## src/rtl/alu_op_sequencer_if.sv

```systemverilog
`default_nettype none
// ============================================================================
// Module      : alu_op_sequencer_if
// Description : Instruction handshake and ALU/register-file control bundle
//               for alu_op_sequencer.
// Revision    : 1.0 - initial release
// ============================================================================
interface alu_op_sequencer_if;
    logic        instr_valid;
    logic [15:0] instr;
    logic        instr_ready;
    logic [2:0]  alu_sel;
    logic        alu_en;
    logic [3:0]  rf_ra;
    logic [3:0]  rf_rb;
    logic [3:0]  rf_wa;
    logic        rf_we;
    logic        illegal;
    logic [7:0]  retired;

    // Instruction source / control consumer side
    modport master (
        output instr_valid,
        output instr,
        input  instr_ready,
        input  alu_sel,
        input  alu_en,
        input  rf_ra,
        input  rf_rb,
        input  rf_wa,
        input  rf_we,
        input  illegal,
        input  retired
    );

    // Sequencer side
    modport slave (
        input  instr_valid,
        input  instr,
        output instr_ready,
        output alu_sel,
        output alu_en,
        output rf_ra,
        output rf_rb,
        output rf_wa,
        output rf_we,
        output illegal,
        output retired
    );
endinterface
`default_nettype wire

```

## src/rtl/alu_op_sequencer.sv

```systemverilog
`default_nettype none
// ============================================================================
// Module      : alu_op_sequencer
// Description : Four-state IDLE/DECODE/EXEC/WB instruction sequencer driving
//               ALU select/enable and register-file read/write controls.
// Revision    : 1.0 - initial release
// ============================================================================
module alu_op_sequencer (
    input  wire                    clk,
    input  wire                    rst_n,
    alu_op_sequencer_if.slave      bus
);

    typedef enum logic [1:0] {
        ST_IDLE   = 2'd0,
        ST_DECODE = 2'd1,
        ST_EXEC   = 2'd2,
        ST_WB     = 2'd3
    } state_t;

    localparam logic [3:0] C_OP_NOP = 4'h8;

    state_t      state_q,   state_d;
    logic [15:0] ir_q,      ir_d;
    logic [2:0]  alu_sel_q, alu_sel_d;
    logic        alu_en_q,  alu_en_d;
    logic [3:0]  rf_ra_q,   rf_ra_d;
    logic [3:0]  rf_rb_q,   rf_rb_d;
    logic [3:0]  rf_wa_q,   rf_wa_d;
    logic        rf_we_q,   rf_we_d;
    logic        illegal_q, illegal_d;
    logic [7:0]  retired_q, retired_d;

    logic        w_is_alu;
    logic        w_is_nop;

    // Opcodes 0x0-0x7 are ALU ops, 0x8 is NOP, everything else is illegal
    assign w_is_alu = ~ir_q[15];
    assign w_is_nop = (ir_q[15:12] == C_OP_NOP);

    always_comb begin
        state_d   = state_q;
        ir_d      = ir_q;
        alu_sel_d = alu_sel_q;
        alu_en_d  = 1'b0;
        rf_ra_d   = rf_ra_q;
        rf_rb_d   = rf_rb_q;
        rf_wa_d   = rf_wa_q;
        rf_we_d   = 1'b0;
        illegal_d = 1'b0;
        retired_d = retired_q;

        case (state_q)
            ST_IDLE: begin
                // Read addresses come straight from the accepted word so they
                // are already valid while the instruction sits in DECODE.
                if (bus.instr_valid) begin
                    ir_d    = bus.instr;
                    rf_ra_d = bus.instr[7:4];
                    rf_rb_d = bus.instr[3:0];
                    state_d = ST_DECODE;
                end
            end
            ST_DECODE: begin
                rf_ra_d = ir_q[7:4];
                rf_rb_d = ir_q[3:0];
                if (w_is_alu) begin
                    alu_sel_d = ir_q[14:12];
                    state_d   = ST_EXEC;
                end else if (w_is_nop) begin
                    retired_d = retired_q + 8'd1;
                    state_d   = ST_IDLE;
                end else begin
                    illegal_d = 1'b1;
                    state_d   = ST_IDLE;
                end
            end
            ST_EXEC: begin
                alu_en_d = 1'b1;
                state_d  = ST_WB;
            end
            ST_WB: begin
                rf_we_d   = 1'b1;
                rf_wa_d   = ir_q[11:8];
                retired_d = retired_q + 8'd1;
                state_d   = ST_IDLE;
            end
            default: begin
                state_d = ST_IDLE;
            end
        endcase
    end

    always_ff @(posedge clk) begin
        if (!rst_n) begin
            state_q   <= ST_IDLE;
            ir_q      <= 16'h0000;
            alu_sel_q <= 3'b000;
            alu_en_q  <= 1'b0;
            rf_ra_q   <= 4'h0;
            rf_rb_q   <= 4'h0;
            rf_wa_q   <= 4'h0;
            rf_we_q   <= 1'b0;
            illegal_q <= 1'b0;
            retired_q <= 8'h00;
        end else begin
            state_q   <= state_d;
            ir_q      <= ir_d;
            alu_sel_q <= alu_sel_d;
            alu_en_q  <= alu_en_d;
            rf_ra_q   <= rf_ra_d;
            rf_rb_q   <= rf_rb_d;
            rf_wa_q   <= rf_wa_d;
            rf_we_q   <= rf_we_d;
            illegal_q <= illegal_d;
            retired_q <= retired_d;
        end
    end

    assign bus.instr_ready = (state_q == ST_IDLE);
    assign bus.alu_sel     = alu_sel_q;
    assign bus.alu_en      = alu_en_q;
    assign bus.rf_ra       = rf_ra_q;
    assign bus.rf_rb       = rf_rb_q;
    assign bus.rf_wa       = rf_wa_q;
    assign bus.rf_we       = rf_we_q;
    assign bus.illegal     = illegal_q;
    assign bus.retired     = retired_q;

`ifndef SYNTHESIS
    a_illegal_single: assert property (@(posedge clk) disable iff (!rst_n)
        illegal_q |=> !illegal_q);
    a_en_we_exclusive: assert property (@(posedge clk) disable iff (!rst_n)
        !(alu_en_q && rf_we_q));
`endif

endmodule
`default_nettype wire

```

## src/flat_wrapper.sv

```systemverilog
// flat-port wrapper written by rule: the top's interface ports become plain ports
module alu_op_sequencer_flat 
  (clk, rst_n, bus_instr_valid, bus_instr, bus_instr_ready, bus_alu_sel, bus_alu_en, bus_rf_ra, bus_rf_rb, bus_rf_wa, bus_rf_we, bus_illegal, bus_retired);
  alu_op_sequencer_if bus_i ();
  input  wire clk;
  input  wire rst_n;
  input wire logic [$bits(bus_i.instr_valid)-1:0] bus_instr_valid;
  input wire logic [$bits(bus_i.instr)-1:0] bus_instr;
  output wire logic [$bits(bus_i.instr_ready)-1:0] bus_instr_ready;
  output wire logic [$bits(bus_i.alu_sel)-1:0] bus_alu_sel;
  output wire logic [$bits(bus_i.alu_en)-1:0] bus_alu_en;
  output wire logic [$bits(bus_i.rf_ra)-1:0] bus_rf_ra;
  output wire logic [$bits(bus_i.rf_rb)-1:0] bus_rf_rb;
  output wire logic [$bits(bus_i.rf_wa)-1:0] bus_rf_wa;
  output wire logic [$bits(bus_i.rf_we)-1:0] bus_rf_we;
  output wire logic [$bits(bus_i.illegal)-1:0] bus_illegal;
  output wire logic [$bits(bus_i.retired)-1:0] bus_retired;
  assign bus_i.instr_valid = bus_instr_valid;
  assign bus_i.instr = bus_instr;
  assign bus_instr_ready = bus_i.instr_ready;
  assign bus_alu_sel = bus_i.alu_sel;
  assign bus_alu_en = bus_i.alu_en;
  assign bus_rf_ra = bus_i.rf_ra;
  assign bus_rf_rb = bus_i.rf_rb;
  assign bus_rf_wa = bus_i.rf_wa;
  assign bus_rf_we = bus_i.rf_we;
  assign bus_illegal = bus_i.illegal;
  assign bus_retired = bus_i.retired;
  alu_op_sequencer u_core (.clk(clk), .rst_n(rst_n), .bus(bus_i));
endmodule
```

## config.mk

```make
export PLATFORM = sky130hd
export DESIGN_NAME = alu_op_sequencer_flat
export DESIGN_NICKNAME = d
export VERILOG_FILES = /design/src/rtl/alu_op_sequencer_if.sv /design/src/rtl/alu_op_sequencer.sv /design/src/flat_wrapper.sv
export SDC_FILE = /design/constraint.sdc
export NUM_CORES = 1
export LEC_CHECK = 0
export BUFFER_PORTS_ARGS = -buffer_cell sky130_fd_sc_hd__buf_4
export CAP_MARGIN = 20
export CORE_MARGIN = 8
export CORE_UTILIZATION = 50
export DETAILED_ROUTE_END_ITERATION = 7
export HOLD_SLACK_MARGIN = 0.1
export PLACE_DENSITY = 0.77
export SYNTH_ARGS = -nofsm -noshare
export SYNTH_HDL_FRONTEND = slang
export SYNTH_SLANG_ARGS = --single-unit
```

## constraint.sdc

```tcl
create_clock -name clk -period 2.2 [get_ports clk]
set_input_delay 0 -clock clk [delete_from_list [all_inputs] [get_ports clk]]
set_output_delay 0 -clock clk [all_outputs]
set_load 0.05 [all_outputs]
```

* Yosys cells after proc, flatten, opt, wreduce, memory -nomap -nowiden
Cells that the tools add are included.
W data, S select, Z words.
** Operators by class
- Add/sub/neg operators :: 1
- Multiplexer cells :: 13
- Equality and inequality tests :: 7
- Reduce and logical (&&, ||, !) cells :: 8
- Bitwise gates (word level) :: 1
** Operators by type and width (count)
- $mux W8 :: 2
- $pmux W4 S2 :: 2
- $pmux W8 S2 :: 1
- $add A8 B1 Y8 const B :: 1
- $mux W4 :: 2
- $pmux W2 S4 :: 1
- $reduce_and A2 Y1 :: 3
- $reduce_and A3 Y1 :: 2
- $eq A2 B2 Y1 const B :: 2
- $eq A4 B4 Y1 const B :: 1
- $mux W2 :: 2
- $ne A2 B1 Y1 const B :: 2
- $reduce_bool A2 Y1 :: 2
- $mux W1 :: 3
- $eq A2 B1 Y1 const B :: 1
- $logic_not A2 Y1 :: 1
- $ne A2 B2 Y1 const B :: 1
- $not A1 Y1 :: 1
** Storage, ports and cells
- Register bits after elaboration :: 44
- Word-level logic and storage cells :: 40

* Logic depth before layout (Yosys ltp)
Gate-level depths: netlist of run 1.
- Depth after elaboration :: 4
- Gate-level depth with buffers :: 6
- Gate-level depth less buffers :: 4

* Worst setup path after synthesis of run 1
Ideal clock, no wire load.
- Path type :: flip-flop to flip-flop
- Start point :: register with a tool-made name
- End point :: register u_core.ir_q[0]
- Slack :: 0.265 ns
- Path buffers :: 2
- Clock period less this slack :: 1.935 ns
- Required time :: 2.068 ns
- Cell stages (with the launch flop) :: 7
- Arrival :: 1.803 ns
- Library setup time :: 0.132 ns
- Cell sequence :: dfxtp_1 clkbuf_1 nor2_1 nand2_1 clkbuf_1 nand2_1 a21oi_1
** RTL lines
- end signal: assignment :: RTL line alu_op_sequencer.sv:108 : ir_q <= ir_d;
- end: declaration :: RTL line alu_op_sequencer.sv:24 : logic [15:0] ir_q, ir_d;

* Worst setup path after layout of run 1
- Start point :: register u_core.state_q[0]
- End point :: register u_core.alu_sel_q[1] (netlist: u_core.bus.alu_sel[1])
** On the way
- Word-level cells in the longest chain between the ends :: 2
** Ends and longest elaborated chain
- start: declaration :: RTL line alu_op_sequencer.sv:23 : state_t state_q, state_d;
- start signal: assignment :: RTL line alu_op_sequencer.sv:107 : state_q <= state_d;
- $eq A2 B1 Y1 :: RTL line alu_op_sequencer.sv:53 : case (state_q)
- $reduce_and A2 Y1 (no line)
- end signal: assignment :: RTL line alu_op_sequencer.sv:109 : alu_sel_q <= alu_sel_d;
- end: declaration :: RTL line alu_op_sequencer.sv:25 : logic [2:0] alu_sel_q, alu_sel_d;
No other way between the ends.
A chain may end at the register's enable or synchronous reset.

==> results of run 1 <==
## metrics by stage
step / util / hold slack [ns] / cells / cell area, um2 / setup WS [ns]
after floorplan: - / 0.136 / 194 / 1630 / 0.265
after global placement: 0.653 / 0.249 / 276 / 2010 / 0.600
after detailed placement: 0.653 / 0.257 / 276 / 2010 / 0.564
after CTS: 0.737 / 0.435 / 302 / 2270 / 0.536
after global routing: 0.737 / 0.436 / 302 / 2270 / 0.370
final: 0.737 / 0.448 / 302 / 2270 / 0.529
## placed cells by master (no fill, tap or decap), drive strengths merged
master       instances
nor4b                1
clkbuf               6
inv                  2
o211ai               2
a31oi                8
nor2b                1
o31ai                2
or3                  2
dfxtp               44
clkinv               2
nor3                 3
nand3                8
buf                 48
dlygate4sd3         18
a21oi               25
nor2                13
bufinv               1
xor2                 3
and3                 2
or4                  2
o21ai                3
mux2i                4
ha                   1
nor3b                2
nand2               55
## where the power goes
group / switching, uW / internal (uW)
Sequential: 34.1 / 835
Clock: 245 / 238
Combinational: 158 / 103
## worst register-to-register path: stages (launching register included)
cell and delay, ns:
dfxtp_1 0.65, inv_1 0.12, nor3_1 0.50, mux2i_1 0.25, nor2_1 0.05
## kinds of logic (layout without fill, tap and decap cells)
family / Yosys count / after routing / synth area share
and+or+nand+nor: 89 / 89 / 0.245
DFF: 44 / 44 / 0.539
AOI/OAI and AO/OA: 40 / 40 / 0.137
buffers and inverters: 13 / 77 / 0.0306
muxes: 4 / 4 / 0.0245
xor gates and xnor gates: 3 / 3 / 0.0161
adders and majority gates: 1 / 1 / 0.00766
## area by class of cell
cell class | instances | area [um2]
repair buffers | 66 | 541
clock inverters | 2 | 35.0
well taps | 44 | 55.1
inverters | 3 | 11.3
flip-flops and latches | 44 | 881
clock buffers | 6 | 41.3
multi-input cells | 137 | 703
fillers | 248 | 811
## what timing repair did
action                                 4_1_cts  5_1_grt
hold buffers                                18        0
endpoints found under the hold margin       26        0
gates resized for setup                      0        0
## how the worst min path moves through the flow
| stage | start | endpoint | depth (start not counted) |
|---|---|---|---|
| finish | bus_instr[12] | u_core.ir_q[12]$_SDFFE_PN0P_ | 4 |
| global route | bus_instr[11] | u_core.ir_q[11]$_SDFFE_PN0P_ | 4 |
| CTS | bus_instr[12] | u_core.ir_q[12]$_SDFFE_PN0P_ | 4 |
| detailed placement | bus_instr[12] | u_core.ir_q[12]$_SDFFE_PN0P_ | 3 |
| global placement | bus_instr[9] | u_core.ir_q[9]$_SDFFE_PN0P_ | 3 |
| floorplan | bus_instr[10] | u_core.ir_q[10]$_SDFFE_PN0P_ | 2 |
## registers in the layout, indices dropped and copies added (netlist names), named ones only
register / flops
u_core.bus.alu_en: 1
u_core.bus.rf_ra: 4
u_core.bus.rf_rb: 4
u_core.bus.rf_wa: 4
u_core.ir_q: 16
u_core.state_q: 1
u_core.bus.illegal: 1
u_core.bus.retired: 8
u_core.bus.alu_sel: 3
u_core.bus.rf_we: 1
## metal layers
| layer | vias to the layer above | wire [um] | global-route usage |
|---|---|---|---|
| li1 | 782 | - | - |
| met1 | 683 | 1680 | 0.175 |
| met2 | 39 | 1990 | 0.241 |
| met3 | 9 | 218 | 0.0426 |
| met4 | 0 | 75 | 0.0667 |
| met5 | - | 0 | 0 |
==> results.sh, run 1 <==
export IMPL_path_depth=4
export IMPL_rows=20
export IMPL_min_path_type="in2reg"
export IMPL_status="finished, final reports clean"
export IMPL_die_y_um=73.2
export IMPL_synth_ff_type="dfxtp_1"
export IMPL_ys_ff_latch=44
export IMPL_io_pins=46
export IMPL_powerDensity_mw_per_mm2=712
export IMPL_final_max_slew_violation_count=0
export IMPL_netlist_area_leader_share=0.539
export IMPL_yosys_top_cells_count="nand2_1, dfxtp_1, a21oi_1"
export IMPL_synth_area_top_cells="dfxtp_1, nand2_1, a21oi_1"
export IMPL_critPathTopFamily="flip-flops"
export IMPL_yosys_cell_types_count=25
export IMPL_postSynthAreaPerCell_um2=8.42
export IMPL_clock_sinks=44
export IMPL_cts_root_buf="clkbuf_4"
export IMPL_crit_path_top_delay_cell="dfxtp_1"
export IMPL_grt_pass1_wl_um=6260
export IMPL_fp_dieW_um=73.2
export IMPL_arrival_ns=1.90
export IMPL_yosysWarnings=0
export IMPL_fin_setup_tns_ns=0
export IMPL_crit_buf_inv=1
export IMPL_crit_path_end_kind="register"
export IMPL_core_area_mm2=0.00308
export IMPL_grt_usage=0.148
export IMPL_drtIter0Drc=128
export IMPL_worst_slew_pin_slew_ns=0.613
export IMPL_post_cts_buffers=0
export IMPL_first_pass_iters=4
export IMPL_syn_nets=214
export IMPL_period_minus_slack_ns=1.67
export IMPL_wl_per_cell_um=13.1
export IMPL_antenna_found_initial=0
export IMPL_tritoncts="built"
export IMPL_first_global_vias=1357
export IMPL_vias=1513
export IMPL_yosysMostFrequentCell="nand2_1"
export IMPL_async_flop_share=0
export IMPL_leakagePower_uw=0.000924
export IMPL_finalSetupViolCount=0
export IMPL_fin_nets=277
export IMPL_crit_end="u_core.bus.alu_sel[1]$_SDFFE_PN0P_"
export IMPL_worstPathCellList="inv_1, nor3_1, mux2i_1, nor2_1"
export IMPL_crit_fanout=14
export IMPL_overflow=0
export IMPL_max_slew_margin=0.588
export IMPL_clk_pin_slew_worst_paths_ns=0.13
export IMPL_portBuffers=45
export IMPL_cts_buffers=5
export IMPL_skew_ns=0.00930
export IMPL_htreeDepth=2
export IMPL_yosysTopAreaCell="dfxtp_1"
export IMPL_max_cap_viol_count=0
export IMPL_regToRegStartpoint="u_core.state_q[0]$_SDFFE_PN0P_"
export IMPL_start_util=0.531
export IMPL_final_antenna_net_count=0
export IMPL_routabilityCongestion=0.787
export IMPL_syn_inst=194
export IMPL_reg2reg_setup_slack_ns=0.53
export IMPL_ir_drop_mv=0.470
export IMPL_cp_start_kind="register"
export IMPL_n_antenna_cell=0
export IMPL_dieArea_mm2=0.00535
export IMPL_p_total_uw=1610
export IMPL_seq_area_frac_synth=0.539
export IMPL_cpPeakStageDelay_ns=0.65
export IMPL_rsz0062_at_grt="no"
export IMPL_r2r_end="u_core.bus.alu_sel[1]$_SDFFE_PN0P_"
export IMPL_finalHoldViolCount=0
export IMPL_insertion_delay_ns=0.34
export IMPL_drive_above_1_share=0.225
export IMPL_syn2layout_area_growth_pct=38.7
export IMPL_routed_wl_um=3960
export IMPL_ctsLongestPathBuffers=2
export IMPL_startpoint="u_core.state_q[0]$_SDFFE_PN0P_"
export IMPL_grt_max_degree=28
export IMPL_avgViaCountPerCell=5.01
export IMPL_ff2ff_path_depth=4
export IMPL_drc=0
export IMPL_path_class="reg2reg"
export IMPL_synth_enable_flop_cells=0
export IMPL_fmax_mhz=599
export IMPL_synth_area_mm2=0.00163
export IMPL_cp_required_ns=2.43
export IMPL_post_route_period_util=0.759
export IMPL_dp_hpwl_um=2530
No activity file was read; power rests on OpenSTA's default activity.
==> inputs of run 2 (changes only) <==
==> constraint.sdc (replaced) <==
create_clock -name clk -period 1.6 [get_ports clk]
set_input_delay 0 -clock clk [delete_from_list [all_inputs] [get_ports clk]]
set_output_delay 0 -clock clk [all_outputs]
set_load 0.05 [all_outputs]
==> run 2 against run 1 <==
Effect of this change: cell area rose by 3.0%; critical endpoint is now u_core.bus.retired[4]$_SDFFE_PN0P_; critical path depth rose by 1; via count rose by 2.9%; core utilization rose by 2.2 points; cell count rose by 2.0%; setup slack got worse by 0.43 ns; total power rose by 34%.
==> results.sh, run 2 (synthesis gave the netlist of run 1 again) <==
export IMPL_clk_pin_slew_worst_paths_ns=0.11
export IMPL_mostFrequentLayoutCell="nand2_1"
export IMPL_first_pass_iters=4
export IMPL_arrival_ns=1.79
export IMPL_dieArea_mm2=0.00535
export IMPL_crit_buf_inv=1
export IMPL_n_antenna_cell=0
export IMPL_crit_path_end_kind="register"
export IMPL_regMostFlops="u_core.ir_q"
export IMPL_tritoncts="built"
export IMPL_post_route_period_util=0.940
export IMPL_crit_path_top_delay_cell="dfxtp_1"
export IMPL_dp_hpwl_um=2580
export IMPL_crit_fanout=8
export IMPL_cp_required_ns=1.89
export IMPL_fmax_mhz=665
export IMPL_cp_start_kind="register"
export IMPL_finalHoldViolCount=0
export IMPL_cts_root_buf="clkbuf_4"
export IMPL_worstPathCellList="nor4b_4, o21ai_2, buf_4, or3_1, a21oi_1"
export IMPL_htreeDepth=2
export IMPL_core_area_mm2=0.00308
export IMPL_insertion_delay_ns=0.35
export IMPL_die_y_um=73.2
export IMPL_fillCellCount=235
export IMPL_portBuffers=45
export IMPL_powerDensity_mw_per_mm2=927
export IMPL_drive_above_1_share=0.265
export IMPL_routabilityCongestion=0.780
export IMPL_min_path_type="in2reg"
export IMPL_p_total_uw=2160
export IMPL_fin_util=0.759
export IMPL_max_cap_viol_count=0
export IMPL_routed_wl_um=4010
export IMPL_final_max_slew_violation_count=0
export IMPL_wl_per_cell_um=13.0
export IMPL_max_slew_margin=0.744
export IMPL_io_pins=46
export IMPL_ctsLongestPathBuffers=2
export IMPL_dp_cells=282
export IMPL_final_cell_count_no_fill=308
export IMPL_syn2layout_area_growth_pct=42.9
export IMPL_fin_setup_tns_ns=0
export IMPL_path_class="reg2reg"
export IMPL_finalSetupViolCount=0
export IMPL_critPathTopFamily="simple AND/OR/NAND/NOR gates"
export IMPL_start_util=0.531
export IMPL_rsz0062_at_grt="no"
export IMPL_antenna_found_initial=0
export IMPL_grt_max_degree=34
export IMPL_largest_reg_flops=16
export IMPL_skew_ns=0.00843
export IMPL_first_global_vias=1461
export IMPL_leakagePower_uw=0.000963
export IMPL_drtIter0Drc=126
export IMPL_grt_pass1_wl_um=6790
export IMPL_rows=20
export IMPL_avgViaCountPerCell=5.06
export IMPL_drc=0
export IMPL_status="finished, final reports clean"
export IMPL_worst_slew_pin_slew_ns=0.384
export IMPL_grt_usage=0.161
export IMPL_clock_sinks=44
export IMPL_fin_nets=284
export IMPL_ir_drop_mv=0.736
export IMPL_vias=1557
export IMPL_overflow=0
export IMPL_cpPeakStageDelay_ns=0.38
export IMPL_fp_dieW_um=73.2
export IMPL_period_minus_slack_ns=1.50
export IMPL_mostFrequentLayoutCells="nand2_1, buf_4, dfxtp_1"
export IMPL_final_antenna_net_count=0
export IMPL_cts_buffers=5
## run 2: cell count changes in the layout (fill, tap and decap cells not counted), moves of 2 or more
cell	previous run	this run
buf_4	48	54
nor2_1	13	11
dfxtp_2	0	3
dfxtp_1	44	41
clkbuf_8	0	2
## run 2: routing by layer
layer	GRT usage	up-vias	routed length (um)
met5	0	-	0
met4	0.0667	0	66
met3	0.0577	7	242
met2	0.274	40	1930
met1	0.176	711	1760
li1	-	799	-
## run 2: cell type report
| type | instances | area (um2) | area share |
|---|---|---|---|
| tap | 44 | 55.1 | 0.0236 |
| timing repair buffer | 73 | 606 | 0.259 |
| sequential | 44 | 885 | 0.379 |
| inverter | 3 | 11.3 | 0.00482 |
| multi-input combinational | 137 | 713 | 0.305 |
| clock buffer | 7 | 65.1 | 0.0279 |
## run 2: tightest hold or removal path, cell delays in order
cell and delay (ns):
dlygate4sd3_1 0.52, buf_4 0.09, nand2_1 0.04, a21oi_1 0.10
## run 2: path summary, 6_finish.rpt
check | startpoint | endpoint | slack (ns) | cells past startpoint
setup / recovery | u_core.ir_q[14]$_SDFFE_PN0P_ | u_core.bus.retired[4]$_SDFFE_PN0P_ | 0.1 | 5
hold / removal | bus_instr[14] | u_core.ir_q[14]$_SDFFE_PN0P_ | 0.44 | 4
setup reg to reg | u_core.ir_q[14]$_SDFFE_PN0P_ | u_core.bus.retired[4]$_SDFFE_PN0P_ | 0.1 | 5
hold reg to reg | u_core.ir_q[2]$_SDFFE_PN0P_ | u_core.ir_q[2]$_SDFFE_PN0P_ | 0.46 | 2
## run 2: per-stage QoR
step	setup WS [ns]	hold WS [ns]	instance area [um2]
3_5_place_dp	0.109	0.262	2080
4_1_cts	0.0764	0.432	2320
6_report	0.0964	0.441	2330
5_1_grt	0.000399	0.443	2330
2_1_floorplan	0.0876	0.136	1650
3_3_place_gp	0.146	0.256	2080
## run 2: timing repair
item,in CTS,in global routing
setup endpoints to repair,0,9
hold endpoints to repair,30,0
setup buffers,0,1
hold buffers,18,0
gates resized for setup,0,1
## run 2: report_power, final
| part | total (uW) | internal (uW) | switching (uW) |
|---|---|---|---|
| Sequential | 1190 | 1150 | 38.6 |
| Combinational | 396 | 164 | 232 |
| Clock | 580 | 250 | 331 |
| Total | 2160 | 1560 | 602 |
==> inputs of run 3 (changes only) <==
--- a/config.mk
+++ b/config.mk
@@ -11,7 +11,7 @@
 export CORE_UTILIZATION = 50
 export DETAILED_ROUTE_END_ITERATION = 7
 export HOLD_SLACK_MARGIN = 0.1
-export PLACE_DENSITY = 0.77
+export PLACE_DENSITY = 0.87
 export SYNTH_ARGS = -nofsm -noshare
 export SYNTH_HDL_FRONTEND = slang
 export SYNTH_SLANG_ARGS = --single-unit
==> run 3 against run 2 <==
Effect of this change: clock skew about the same; die area unchanged; non-clock buffer count decreased by 1; wire length increased by 5.3%; hold slack got worse by 0.014 ns; total power increased by 4.4%; cell count unchanged; core utilization increased by 0.61 points; clock power increased by 16%; sequential power about the same.
==> results.sh, run 3 (synthesis gave the netlist of run 1 again) <==
export IMPL_min_path_type="in2reg"
export IMPL_grt_usage=0.167
export IMPL_grt_max_degree=32
export IMPL_drive_above_1_share=0.273
export IMPL_p_sw_uw=619
export IMPL_syn2layout_area_growth_pct=44.0
export IMPL_first_pass_iters=4
export IMPL_routabilityCongestion=0.786
export IMPL_placed_area_mm2=0.00208
export IMPL_seqPwrFrac=0.526
export IMPL_die_y_um=73.2
export IMPL_final_antenna_net_count=0
export IMPL_comb_power_share=0.178
export IMPL_start_util=0.531
export IMPL_finalSetupViolCount=0
export IMPL_tritoncts="built"
export IMPL_cp_required_ns=1.89
export IMPL_internal_power_uw=1640
export IMPL_dp_hpwl_um=2770
export IMPL_rsz0062_at_grt="yes"
export IMPL_critPathTopFamily="simple AND/OR/NAND/NOR gates"
export IMPL_worst_slew_pin_slew_ns=0.559
export IMPL_first_global_vias=1618
export IMPL_fin_nets=283
export IMPL_finalHoldViolCount=0
export IMPL_powerDensity_mw_per_mm2=960
export IMPL_regMostFlops="u_core.ir_q"
export IMPL_cp_start_kind="register"
export IMPL_vias=1606
export IMPL_cpPeakStageDelay_ns=0.50
export IMPL_fp_dieW_um=73.2
export IMPL_drc=0
export IMPL_ir_drop_mv=0.645
export IMPL_switching_share=0.274
export IMPL_n_antenna_cell=0
export IMPL_htreeDepth=2
export IMPL_final_max_slew_violation_count=0
export IMPL_crit_fanout=4
export IMPL_arrival_ns=1.86
export IMPL_insertion_delay_ns=0.35
export IMPL_clock_sinks=44
export IMPL_status="finished, final reports clean"
export IMPL_ctsLongestPathBuffers=2
export IMPL_mostFrequentLayoutCell="nand2_1"
export IMPL_post_route_period_util=0.981
export IMPL_post_cts_buffers=0
export IMPL_wl_per_cell_um=13.7
export IMPL_overflow=0
export IMPL_crit_path_top_delay_cell="or4_1"
export IMPL_crit_buf_inv=0
export IMPL_cts_root_buf="clkbuf_4"
export IMPL_stdcell_area_mm2=0.00235
export IMPL_worstPathCellList="nor4b_4, o21ai_2, or4_1, a21oi_1"
export IMPL_max_slew_margin=0.626
export IMPL_dieArea_mm2=0.00535
export IMPL_grt_pass1_wl_um=7080
export IMPL_core_area_mm2=0.00308
export IMPL_period_minus_slack_ns=1.57
export IMPL_rows=20
export IMPL_antenna_found_initial=0
export IMPL_place_ws_ns=0.0690
export IMPL_routed_wl_um=4220
export IMPL_cts_buffers=5
export IMPL_fmax_mhz=637
export IMPL_path_class="reg2reg"
export IMPL_hold_path_startpoint="bus_instr[13]"
export IMPL_portBuffers=45
export IMPL_skew_ns=0.00832
export IMPL_io_pins=46
export IMPL_crit_path_end_kind="register"
export IMPL_clk_pin_slew_worst_paths_ns=0.12
export IMPL_final_setup_worst_slack_ns=0.0310
export IMPL_max_cap_viol_count=0
export IMPL_fin_util=0.765
export IMPL_largest_reg_flops=16
export IMPL_avgViaCountPerCell=5.21
export IMPL_regToRegStartpoint="u_core.ir_q[13]$_SDFFE_PN0P_"
export IMPL_leakagePower_uw=0.000966
export IMPL_p_clk_frac=0.297
export IMPL_mostFrequentLayoutCells="nand2_1, buf_4, dfxtp_1"
export IMPL_drtIter0Drc=133
export IMPL_startpoint="u_core.ir_q[13]$_SDFFE_PN0P_"
[run 3: stage by stage]
stage / cells / hold WS, ns / total power [uW] / TNS, ns
after floorplan: 194 / 0.136 / 1430 / 0
after global routing: 308 / 0.453 / 2340 / -0.0478
final: 308 / 0.427 / 2260 / 0
after detailed placement: 282 / 0.254 / 1570 / 0
after CTS: 308 / 0.421 / 2260 / 0
after global placement: 282 / 0.250 / 1560 / 0
[run 3: timing repair]
| item | CTS | global route |
|---|---|---|
| hold buffers | 18 | 0 |
| setup endpoints to repair | 0 | 4 |
| endpoints found under the hold margin | 26 | 0 |
| resized for setup | 0 | 6 |
[run 3: final timing paths]
kind	endpoint	depth (start not counted)	slack (ns)
min reg2reg	u_core.bus.rf_wa[0]$_SDFFE_PN0P_	2	0.46
max reg2reg	u_core.bus.retired[6]$_SDFFE_PN0P_	4	0.03
min	u_core.ir_q[13]$_SDFFE_PN0P_	4	0.43
max	u_core.bus.retired[6]$_SDFFE_PN0P_	4	0.03
[run 3: routing by layer]
layer	wire length [um]	up-vias	track usage
met5	0	-	0
met4	150	0	0.124
met3	183	17	0.0357
met2	2190	44	0.287
met1	1700	749	0.175
li1	-	796	-
[run 3: tightest hold or removal path: cells and delay by family]
kind | cells | cell delay (ns)
buffers and inverters | 2 | 0.66
AO/OA/AOI/OAI | 1 | 0.05
AND/OR/NAND/NOR | 1 | 0.04
[run 3: layout make-up]
cell class | instances | area (um2)
well taps | 44 | 55.1
flip-flops and latches | 44 | 890
clock buffers | 6 | 41.3
inverters | 3 | 11.3
repair buffers | 72 | 602
fillers | 227 | 724
multi-input cells | 137 | 719
clock inverters | 2 | 35.0
[run 3: power by group through the flow]
stage | clock network, uW | registers, uW | logic, uW
after floorplan | 0 | 1280 | 155
after global routing | 715 | 1190 | 431
after detailed placement | 0 | 1210 | 359
after global placement | 0 | 1210 | 354
after CTS | 681 | 1190 | 396
final | 670 | 1190 | 401
